===== src/rtl/seg7_pkg.sv =====
// ---------------------------------------------------------------------------
// seg7_pkg
// Shared constants for the seven-segment receiver:
//   - segment bit positions (a = bit 6 down to g = bit 0) and one-hot masks
//   - the ten digit patterns and the blank pattern
//   - FSM state type and state constants (ARM, WAIT_CHANGE)
// ---------------------------------------------------------------------------
package seg7_pkg;

   // Segment bit positions on the 7-bit bus, active-high.
   localparam int SEG_A = 6;
   localparam int SEG_B = 5;
   localparam int SEG_C = 4;
   localparam int SEG_D = 3;
   localparam int SEG_E = 2;
   localparam int SEG_F = 1;
   localparam int SEG_G = 0;

   localparam logic [6:0] M_A = 7'(1 << SEG_A);
   localparam logic [6:0] M_B = 7'(1 << SEG_B);
   localparam logic [6:0] M_C = 7'(1 << SEG_C);
   localparam logic [6:0] M_D = 7'(1 << SEG_D);
   localparam logic [6:0] M_E = 7'(1 << SEG_E);
   localparam logic [6:0] M_F = 7'(1 << SEG_F);
   localparam logic [6:0] M_G = 7'(1 << SEG_G);

   // Digit patterns built from the lit segments.
   localparam logic [6:0] PAT_0     = M_A | M_B | M_C | M_D | M_E | M_F;
   localparam logic [6:0] PAT_1     = M_B | M_C;
   localparam logic [6:0] PAT_2     = M_A | M_B | M_D | M_E | M_G;
   localparam logic [6:0] PAT_3     = M_A | M_B | M_C | M_D | M_G;
   localparam logic [6:0] PAT_4     = M_B | M_C | M_F | M_G;
   localparam logic [6:0] PAT_5     = M_A | M_C | M_D | M_F | M_G;
   localparam logic [6:0] PAT_6     = M_A | M_C | M_D | M_E | M_F | M_G;
   localparam logic [6:0] PAT_7     = M_A | M_B | M_C;
   localparam logic [6:0] PAT_8     = M_A | M_B | M_C | M_D | M_E | M_F | M_G;
   localparam logic [6:0] PAT_9     = M_A | M_B | M_C | M_D | M_F | M_G;
   localparam logic [6:0] PAT_BLANK = 7'b000_0000;

   // Qualification FSM.
   typedef logic [0:0] state_t;
   localparam state_t ST_ARM         = 1'b0;
   localparam state_t ST_WAIT_CHANGE = 1'b1;

endpackage : seg7_pkg


===== src/rtl/seg7_pattern_dec.sv =====
// ---------------------------------------------------------------------------
// seg7_pattern_dec
// Combinational seven-segment pattern classifier.
// Ports:
//   pattern  [6:0] in   segment lines, bit6 = a ... bit0 = g
//   digit    [3:0] out  decoded digit (0 when not a digit)
//   is_digit       out  pattern is one of the ten digit patterns
//   is_blank       out  pattern is all segments off
// A pattern that is neither a digit nor blank is invalid.
// ---------------------------------------------------------------------------
module seg7_pattern_dec
   import seg7_pkg::*;
(
   input  logic [6:0] pattern,
   output logic [3:0] digit,
   output logic       is_digit,
   output logic       is_blank
);

   always_comb begin
      // NOTE: every output gets a default before the case so no path leaves
      // one unassigned, which would otherwise infer a latch.
      digit    = 4'd0;
      is_digit = 1'b1;
      is_blank = 1'b0;
      case (pattern)
         PAT_0: digit = 4'd0;
         PAT_1: digit = 4'd1;
         PAT_2: digit = 4'd2;
         PAT_3: digit = 4'd3;
         PAT_4: digit = 4'd4;
         PAT_5: digit = 4'd5;
         PAT_6: digit = 4'd6;
         PAT_7: digit = 4'd7;
         PAT_8: digit = 4'd8;
         PAT_9: digit = 4'd9;
         PAT_BLANK: begin
            is_digit = 1'b0;
            is_blank = 1'b1;
         end
         default: is_digit = 1'b0;
      endcase
   end

endmodule : seg7_pattern_dec


===== src/rtl/seg7_to_bcd_rx.sv =====
// ---------------------------------------------------------------------------
// seg7_to_bcd_rx
// Debounced seven-segment to BCD receiver with a one-entry output buffer.
// A segment pattern must be sampled STABLE_CYCLES times in a row (legal
// range 2..15) before it is reported; each stable pattern is reported once.
// Ports:
//   clk             in   clock, rising edge
//   rst             in   asynchronous active-high reset
//   seg_in    [6:0] in   segment lines, bit6 = a ... bit0 = g
//   bcd_out   [3:0] out  buffered digit, stable while out_valid = 1
//   out_valid       out  buffer holds an unconsumed digit
//   out_ready       in   consumer takes bcd_out when out_valid & out_ready
//   err             out  one-cycle pulse for a qualified invalid pattern
//   overrun         out  sticky: a qualified digit was dropped (rst clears)
//   err_cnt   [7:0] out  saturating count of err pulses; only present when
//                        the macro SEG7_RX_ERRCNT_EN is defined
// ---------------------------------------------------------------------------
module seg7_to_bcd_rx
   import seg7_pkg::*;
#(
   parameter int STABLE_CYCLES = 4
) (
   input  logic       clk,
   input  logic       rst,
   input  logic [6:0] seg_in,
   output logic [3:0] bcd_out,
   output logic       out_valid,
   input  logic       out_ready,
   output logic       err,
   output logic       overrun
`ifdef SEG7_RX_ERRCNT_EN
   ,
   output logic [7:0] err_cnt
`endif
);

   localparam logic [3:0] CNT_MAX  = 4'(STABLE_CYCLES);
   localparam logic [3:0] CNT_QUAL = 4'(STABLE_CYCLES - 1);

   logic [6:0] seg_q,     seg_d;
   logic [3:0] stab_cnt_q, stab_cnt_d;
   state_t     state_q,   state_d;
   logic [3:0] bcd_q,     bcd_d;
   logic       valid_q,   valid_d;
   logic       err_q,     err_d;
   logic       overrun_q, overrun_d;

   logic       same;
   logic       qualify;
   logic [3:0] dec_digit;
   logic       dec_is_digit;
   logic       dec_is_blank;

   // The qualified pattern is the registered sample, not the live input.
   seg7_pattern_dec u_dec (
      .pattern  (seg_q),
      .digit    (dec_digit),
      .is_digit (dec_is_digit),
      .is_blank (dec_is_blank)
   );

   assign same    = (seg_in == seg_q);
   // stab_cnt counts repeats after the first sample, so S-1 means S samples.
   assign qualify = (state_q == ST_ARM) && (stab_cnt_q == CNT_QUAL);

   always_comb begin
      seg_d      = seg_in;
      stab_cnt_d = 4'd0;
      if (same) begin
         stab_cnt_d = (stab_cnt_q == CNT_MAX) ? CNT_MAX : stab_cnt_q + 4'd1;
      end

      state_d = state_q;
      case (state_q)
         ST_ARM: begin
            // If the input already moved on during the qualifying cycle,
            // stay armed so the next pattern is not lost.
            if (qualify && same) begin
               state_d = ST_WAIT_CHANGE;
            end
         end
         default: begin
            if (!same) begin
               state_d = ST_ARM;
            end
         end
      endcase
   end

   always_comb begin
      bcd_d     = bcd_q;
      valid_d   = valid_q;
      overrun_d = overrun_q;
      err_d     = qualify && !dec_is_digit && !dec_is_blank;

      if (qualify && dec_is_digit) begin
         if (!valid_q || out_ready) begin
            // Empty buffer, or the old digit leaves on this same edge.
            bcd_d   = dec_digit;
            valid_d = 1'b1;
         end else begin
            overrun_d = 1'b1;
         end
      end else if (valid_q && out_ready) begin
         valid_d = 1'b0;
      end
   end

   always_ff @(posedge clk or posedge rst) begin
      if (rst) begin
         seg_q      <= 7'd0;
         stab_cnt_q <= 4'd0;
         state_q    <= ST_ARM;
         bcd_q      <= 4'd0;
         valid_q    <= 1'b0;
         err_q      <= 1'b0;
         overrun_q  <= 1'b0;
      end else begin
         // NOTE: registers take non-blocking assignments so every flop
         // samples the pre-edge values regardless of statement order.
         seg_q      <= seg_d;
         stab_cnt_q <= stab_cnt_d;
         state_q    <= state_d;
         bcd_q      <= bcd_d;
         valid_q    <= valid_d;
         err_q      <= err_d;
         overrun_q  <= overrun_d;
      end
   end

   assign bcd_out   = bcd_q;
   assign out_valid = valid_q;
   assign err       = err_q;
   assign overrun   = overrun_q;

`ifdef SEG7_RX_ERRCNT_EN
   logic [7:0] err_cnt_q, err_cnt_d;

   // Counts on the same edge that raises err, so err_cnt moves with the pulse.
   always_comb begin
      err_cnt_d = err_cnt_q;
      if (err_d && (err_cnt_q != 8'hFF)) begin
         err_cnt_d = err_cnt_q + 8'd1;
      end
   end

   always_ff @(posedge clk or posedge rst) begin
      if (rst) begin
         err_cnt_q <= 8'd0;
      end else begin
         err_cnt_q <= err_cnt_d;
      end
   end

   assign err_cnt = err_cnt_q;
`endif

endmodule : seg7_to_bcd_rx


===== config.mk =====
export PLATFORM = sky130hd
export DESIGN_NAME = seg7_to_bcd_rx
export DESIGN_NICKNAME = d
export VERILOG_FILES = /design/src/rtl/seg7_pkg.sv /design/src/rtl/seg7_pattern_dec.sv /design/src/rtl/seg7_to_bcd_rx.sv
export SDC_FILE = /design/constraint.sdc
export NUM_CORES = 1
export LEC_CHECK = 0
export CAP_MARGIN = 0
export CORE_MARGIN = 8
export CORE_UTILIZATION = 51
export CTS_CLUSTER_SIZE = 14
export DETAILED_ROUTE_END_ITERATION = 8
export PLACE_DENSITY = 0.77
export SLEW_MARGIN = 10
export SYNTH_ARGS = -nofsm -noshare
export SYNTH_HDL_FRONTEND = slang
export SYNTH_HIERARCHICAL = 1
export SYNTH_SLANG_ARGS = --single-unit
export TNS_END_PERCENT = 10

===== constraint.sdc =====
create_clock -name clk -period 2.2 [get_ports clk]
set_input_delay 0.44 -clock clk [delete_from_list [all_inputs] [get_ports clk]]
set_output_delay 0.44 -clock clk [all_outputs]
set_load 0.005 [all_outputs]

Word-level counts from Yosys, hierarchy flattened
Cells that the tools add are included.
Widths: inputs -> output; s select.
{ "word_totals": {"romBits": 0, "inputBits": 10, "word_cells": 51, "mem_bits_rw": 0, "latchBits": 0, "memories": 0, "reg_bits": 19, "output_inout_bits": 7} }
{ "op_classes": {"shifts": 0, "multipliers": 0, "n_bitwise": 2, "div": 0, "mux": 11, "reduce_logical": 16, "add_sub_neg": 1, "n_lt_le_gt_ge": 0, "n_eq_ne": 14} }
{ "op_table": {"columns": ["cell", "count"], "rows": [
  ["$eq 7x7->1 const B", 8],
  ["$pmux 4 s9", 1],
  ["$eq 7x6->1 const B", 2],
  ["$reduce_or 10->1", 1],
  ["$mux 1", 8],
  ["$mux 4", 2],
  ["$eq 7x7->1", 1],
  ["$logic_not 7->1", 1],
  ["$logic_and 1x1->1", 6],
  ["$reduce_and 2->1", 3],
  ["$add 4x1->4 const B", 1],
  ["$eq 4x2->1 const B", 1],
  ["$eq 4x3->1 const B", 1],
  ["$logic_not 1->1", 3],
  ["$ne 2x1->1 const B", 1],
  ["$not 1->1", 2],
  ["$reduce_bool 2->1", 1],
  ["$logic_or 1x1->1", 1]
]} }

Longest topological paths before layout
Gate-level depths: netlist (run 1).
{ "logic_depth": {"word_depth": 6, "depth_mapped": 7, "depth_no_buf": 6} }

Hierarchy
Netlist (run 1), hierarchy kept.
{ "modules_own_cells": {"columns": ["module", "area_per_inst_um2", "cells_per_inst", "seq_area_each_um2", "instances"], "rows": [
  ["seg7_to_bcd_rx", 768.2, 57, 475.5, 1],
  ["seg7_pattern_dec", 236.5, 37, 0.0, 1]
]} }

Worst setup path after synthesis (run 1)
No wires, ideal clock.
{ "synth_path": {"path_type": "register -> register", "start": "register seg_q[2]", "end": "register bcd_q[0], in the netlist bcd_out[0]", "n_path_buf": 1, "period_less_slack_ns": 1.856, "t_arrival_ns": 1.728, "setup_time_ns": 0.128, "t_required_ns": 2.072, "stages_incl_launch_ff": 8, "path_slack_ns": 0.344, "path_cell_list": "dfrtp_1 -> buf_6 -> or4b_1 -> o31ai_1 -> nand4_1 -> o211ai_2 -> nand3_2 -> mux2_1"} }
{ "synth_via": {"elab_chain_len": 5, "elab_cells_between_ends": 15, "classes_between": "eq/ne: 10; mux: 2; reduce/logical: 3"} }
{ "synth_lines": {"columns": ["item", "line_no", "text"], "rows": [
  ["start: declaration", "seg7_to_bcd_rx.sv:40", "logic [6:0] seg_q, seg_d;"],
  ["start signal: assignment", "seg7_to_bcd_rx.sv:121", "seg_q <= seg_d;"],
  ["$eq 7x7->1 or $eq 7x6->1 (tied branches)", "seg7_pattern_dec.sv:26", "case (pattern)"],
  ["$reduce_or 10->1 (no source line) *", null, null],
  ["$mux 1 *", "seg7_pattern_dec.sv:26", null],
  ["via dec_is_digit", "seg7_to_bcd_rx.sv:51", "logic dec_is_digit;"],
  ["$logic_and 1x1->1 *", "seg7_to_bcd_rx.sv:96", "if (qualify && dec_is_digit) begin"],
  ["$reduce_and 2->1 (no source line) *", null, null],
  ["end signal: assignment", "seg7_to_bcd_rx.sv:114", "bcd_q <= 4'd0;"],
  ["end signal: assignment", "seg7_to_bcd_rx.sv:124", "bcd_q <= bcd_d;"],
  ["end: declaration", "seg7_to_bcd_rx.sv:43", "logic [3:0] bcd_q, bcd_d;"]
]} }
The timed path passes the listed nets; every way through them passes the cells marked *.
A chain may end at the register's enable or synchronous reset.

Worst setup path after layout (run 1)
{ "layout_path": {"start": "register seg_q[2]", "end": "register bcd_q[1], in the netlist bcd_out[1]"} }
The elaborated chain is that of the path after synthesis.

==> results of run 1 <==
[synthesized netlist by cell type, types with 2 or more instances]
cell type and n:
nor4_1 3, nand2_1 6, xnor2_1 7, ha_1 2, buf_2 2, nor3_1 6
xor2_1 3, o21ai_0 2, nand3_1 5, inv_1 4, mux2_1 4, dfrtp_1 19
nand4_1 4, buf_6 2, nor2_1 4, nand2b_1 2, a31oi_1 2
[final cells by class]
cell class,instances,area share
timing repair buffer,20,0.156
multi-input combinational,66,0.392
inverter,4,0.0123
clock buffer,3,0.0185
clock inverter,1,0.00410
tap,27,0.0277
sequential,19,0.390
[layer usage]
layer / vias to the layer above / part of all wire / GRT usage
met2: 23 / 0.44 / 0.178
met4: 0 / 0.021 / 0.0714
met1: 352 / 0.47 / 0.148
met3: 3 / 0.064 / 0.0297
met5: - / 0 / 0
li1: 375 / - / -
[per-stage QoR]
stage	std cells	setup WS, ps	cell area (um^2)
CTS	140	227	1220
detailed placement	136	247	1190
global route	140	88.0	1220
floorplan	94	344	1000
finish	140	228	1220
global placement	136	306	1190
[path summary, 6_finish.rpt]
| path | slack (ps) | end | start | cells past startpoint |
|---|---|---|---|---|
| hold reg to reg | 490 | overrun | overrun | 1 |
| setup / recovery | 230 | bcd_out[1] | seg_q[2] | 6 |
| max in group asynchronous | 1230 | seg_q[2] | rst | 2 |
| setup reg to reg | 230 | bcd_out[1] | seg_q[2] | 6 |
| min in group asynchronous | 530 | stab_cnt_q[3] | rst | 2 |
| hold / removal | 490 | overrun | overrun | 1 |
[flip-flops by register name (all words and copies together) (netlist names)]
signal / count
seg_q: 7
bcd_out: 4
stab_cnt_q: 4
err: 1
out_valid: 1
overrun: 1
state_q: 1
[kinds of logic (layout without fill, tap and decap cells)]
logic type	after synthesis	in the layout	share of synthesized area
and+or+nand+nor	39	39	0.238
DFF	19	19	0.473
AOI/OAI and AO/OA	10	10	0.0697
xor gates and xnor gates	10	10	0.0872
buffers and inverters	9	28	0.0510
muxes	5	5	0.0560
adders and majority gates	2	2	0.0249
[power by group]
group | total, mW | leakage, nW | internal [mW] | switching [mW]
Sequential | 0.366 | 0.249 | 0.356 | 0.0105
Combinational | 0.0730 | 0.241 | 0.0377 | 0.0353
Clock | 0.178 | 0.0177 | 0.0680 | 0.110
==> results.md, run 1 <==
- Status: completed
- Total gr overflow: 0
- CTS tree: done
- CP Cell Sequence: or4b_1 -> o31ai_1 -> nand4_1 -> o211ai_2 -> nand3_2 -> mux2_1
- Tightest Pin Transition: 693 ps
- Final setup vio count: 0
- Clk buf depth: 2
- Synth top area cells: dfrtp_1 (47%), xnor2_1 (6.1%), mux2_1 (4.5%)
- Largest net degree at the start of global routing: 20
- CTS Sinks: 19
- Post-CTS setup buffer count: 0
- CTS buffer count: 3
- Sequential fraction of the synthesis area: 0.473
- Tcrit/Tclk final: 0.896
- Leakage power: 0.508 nW
- Ys flop type: dfrtp_1
- Net Count, Synth: 106
- # hold bufs at CTS: 0
- Wire per inst: 13.4 um
- Worst path arrival time: 2170 ps
- # resized after CTS: 0
- Gp weighted congestion: 0.936
- Required time worst endpoint: 2390 ps
- WHS: 489 ps
- Row Count: 16
- Drc violations: 0
- H-tree depth: 1
- Critical Path Sink Type: register
- Reg area: 475 um^2
- Net count, final: 126
- Maxcap violations: 0
- Initial Util: 0.528
- GRT Overall Usage: 0.118
- Average cell area after synthesis: 10.7 um^2
- Fin util: 0.641
- Buffers added on ports: 16
- # IOs: 17
- Crit path max-delay family: simple AND/OR/NAND/NOR gates
- Critical path fanouts, max: 10
- CORE AREA: 0.00190 mm^2
- Commonest cells after routing, fill and taps aside: dfrtp_1 (19), clkdlybuf4s50_1 (16), xnor2_1 (7)
- Power after layout: 618 uW
- Post-synth EDFFs: 0
- Antenna Cells: 0
- Synth warnings: 6
- P&R area growth vs syn: 21.4%
- Post-Synthesis Cells: 94
- Die X: 60.4 um
- Slew HR: 0.537
- Post-route setup TNS: 0 ps
- Buf+Inv Stages, Crit Path: 0
- Layout cells sized above 1: 0.124
- Async SR Flop Fraction: 1.00
- # fillers: 157
- Die ar.: 0.00365 mm^2
- Clk slew on worst S/H paths: 110 ps
- Synthesized cell area: 0.00100 mm^2
- Critical Path Source Type: register
- Total power divided by cell area: 506 mW/mm^2
- Area leader, netlist: dfrtp_1
- Final min period: 1970 ps
- Routed Antenna Nets: 0
- Maximum vdd ir drop: 0.345 mV
- Vias per cell: 5.38
- Commonest non-fill, non-tap cell in the layout: dfrtp_1
- First DRT Iteration DRCs: 23
- Drt total wl: 1870 um
- Top-area cell type share of the netlist area: 0.473
- Fmax: 0.507 GHz
- Drt pass-1 iters: 4
- Root Buffer: clkbuf_4
- Vias in the first global route: 733
- Synth unique cells: 34
- Via count: 753
- Clock Latency Late Sink: 300 ps
- Post-DP HPWL: 1470 um
- RSZ-0062 raised after global routing: false
- Pins Over Slew Limit: 0
- Slowest CP cell: or4b_1
- Kind of critical path: reg2reg
- Worst Skew: 3.66 ps
- Crit-path max cell delay: 530 ps
- Initial antenna violation count: 0
- Global-route wire length before repair: 3230 um
- Hold violation count in the final report: 0
- Area of the multi-input gates: 478 um^2
- Hold Crit Class: reg2reg
- Synth Register Bits: 19
- Die H: 60.4 um
Power figures use the tool's default switching activity.
==> run 2, diff against run 1 <==
- SKIP_CTS_REPAIR_TIMING: unset -> 1
==> results of run 2 <==
Same layout as run 1: the final DEF is identical, and so are final timing and power.
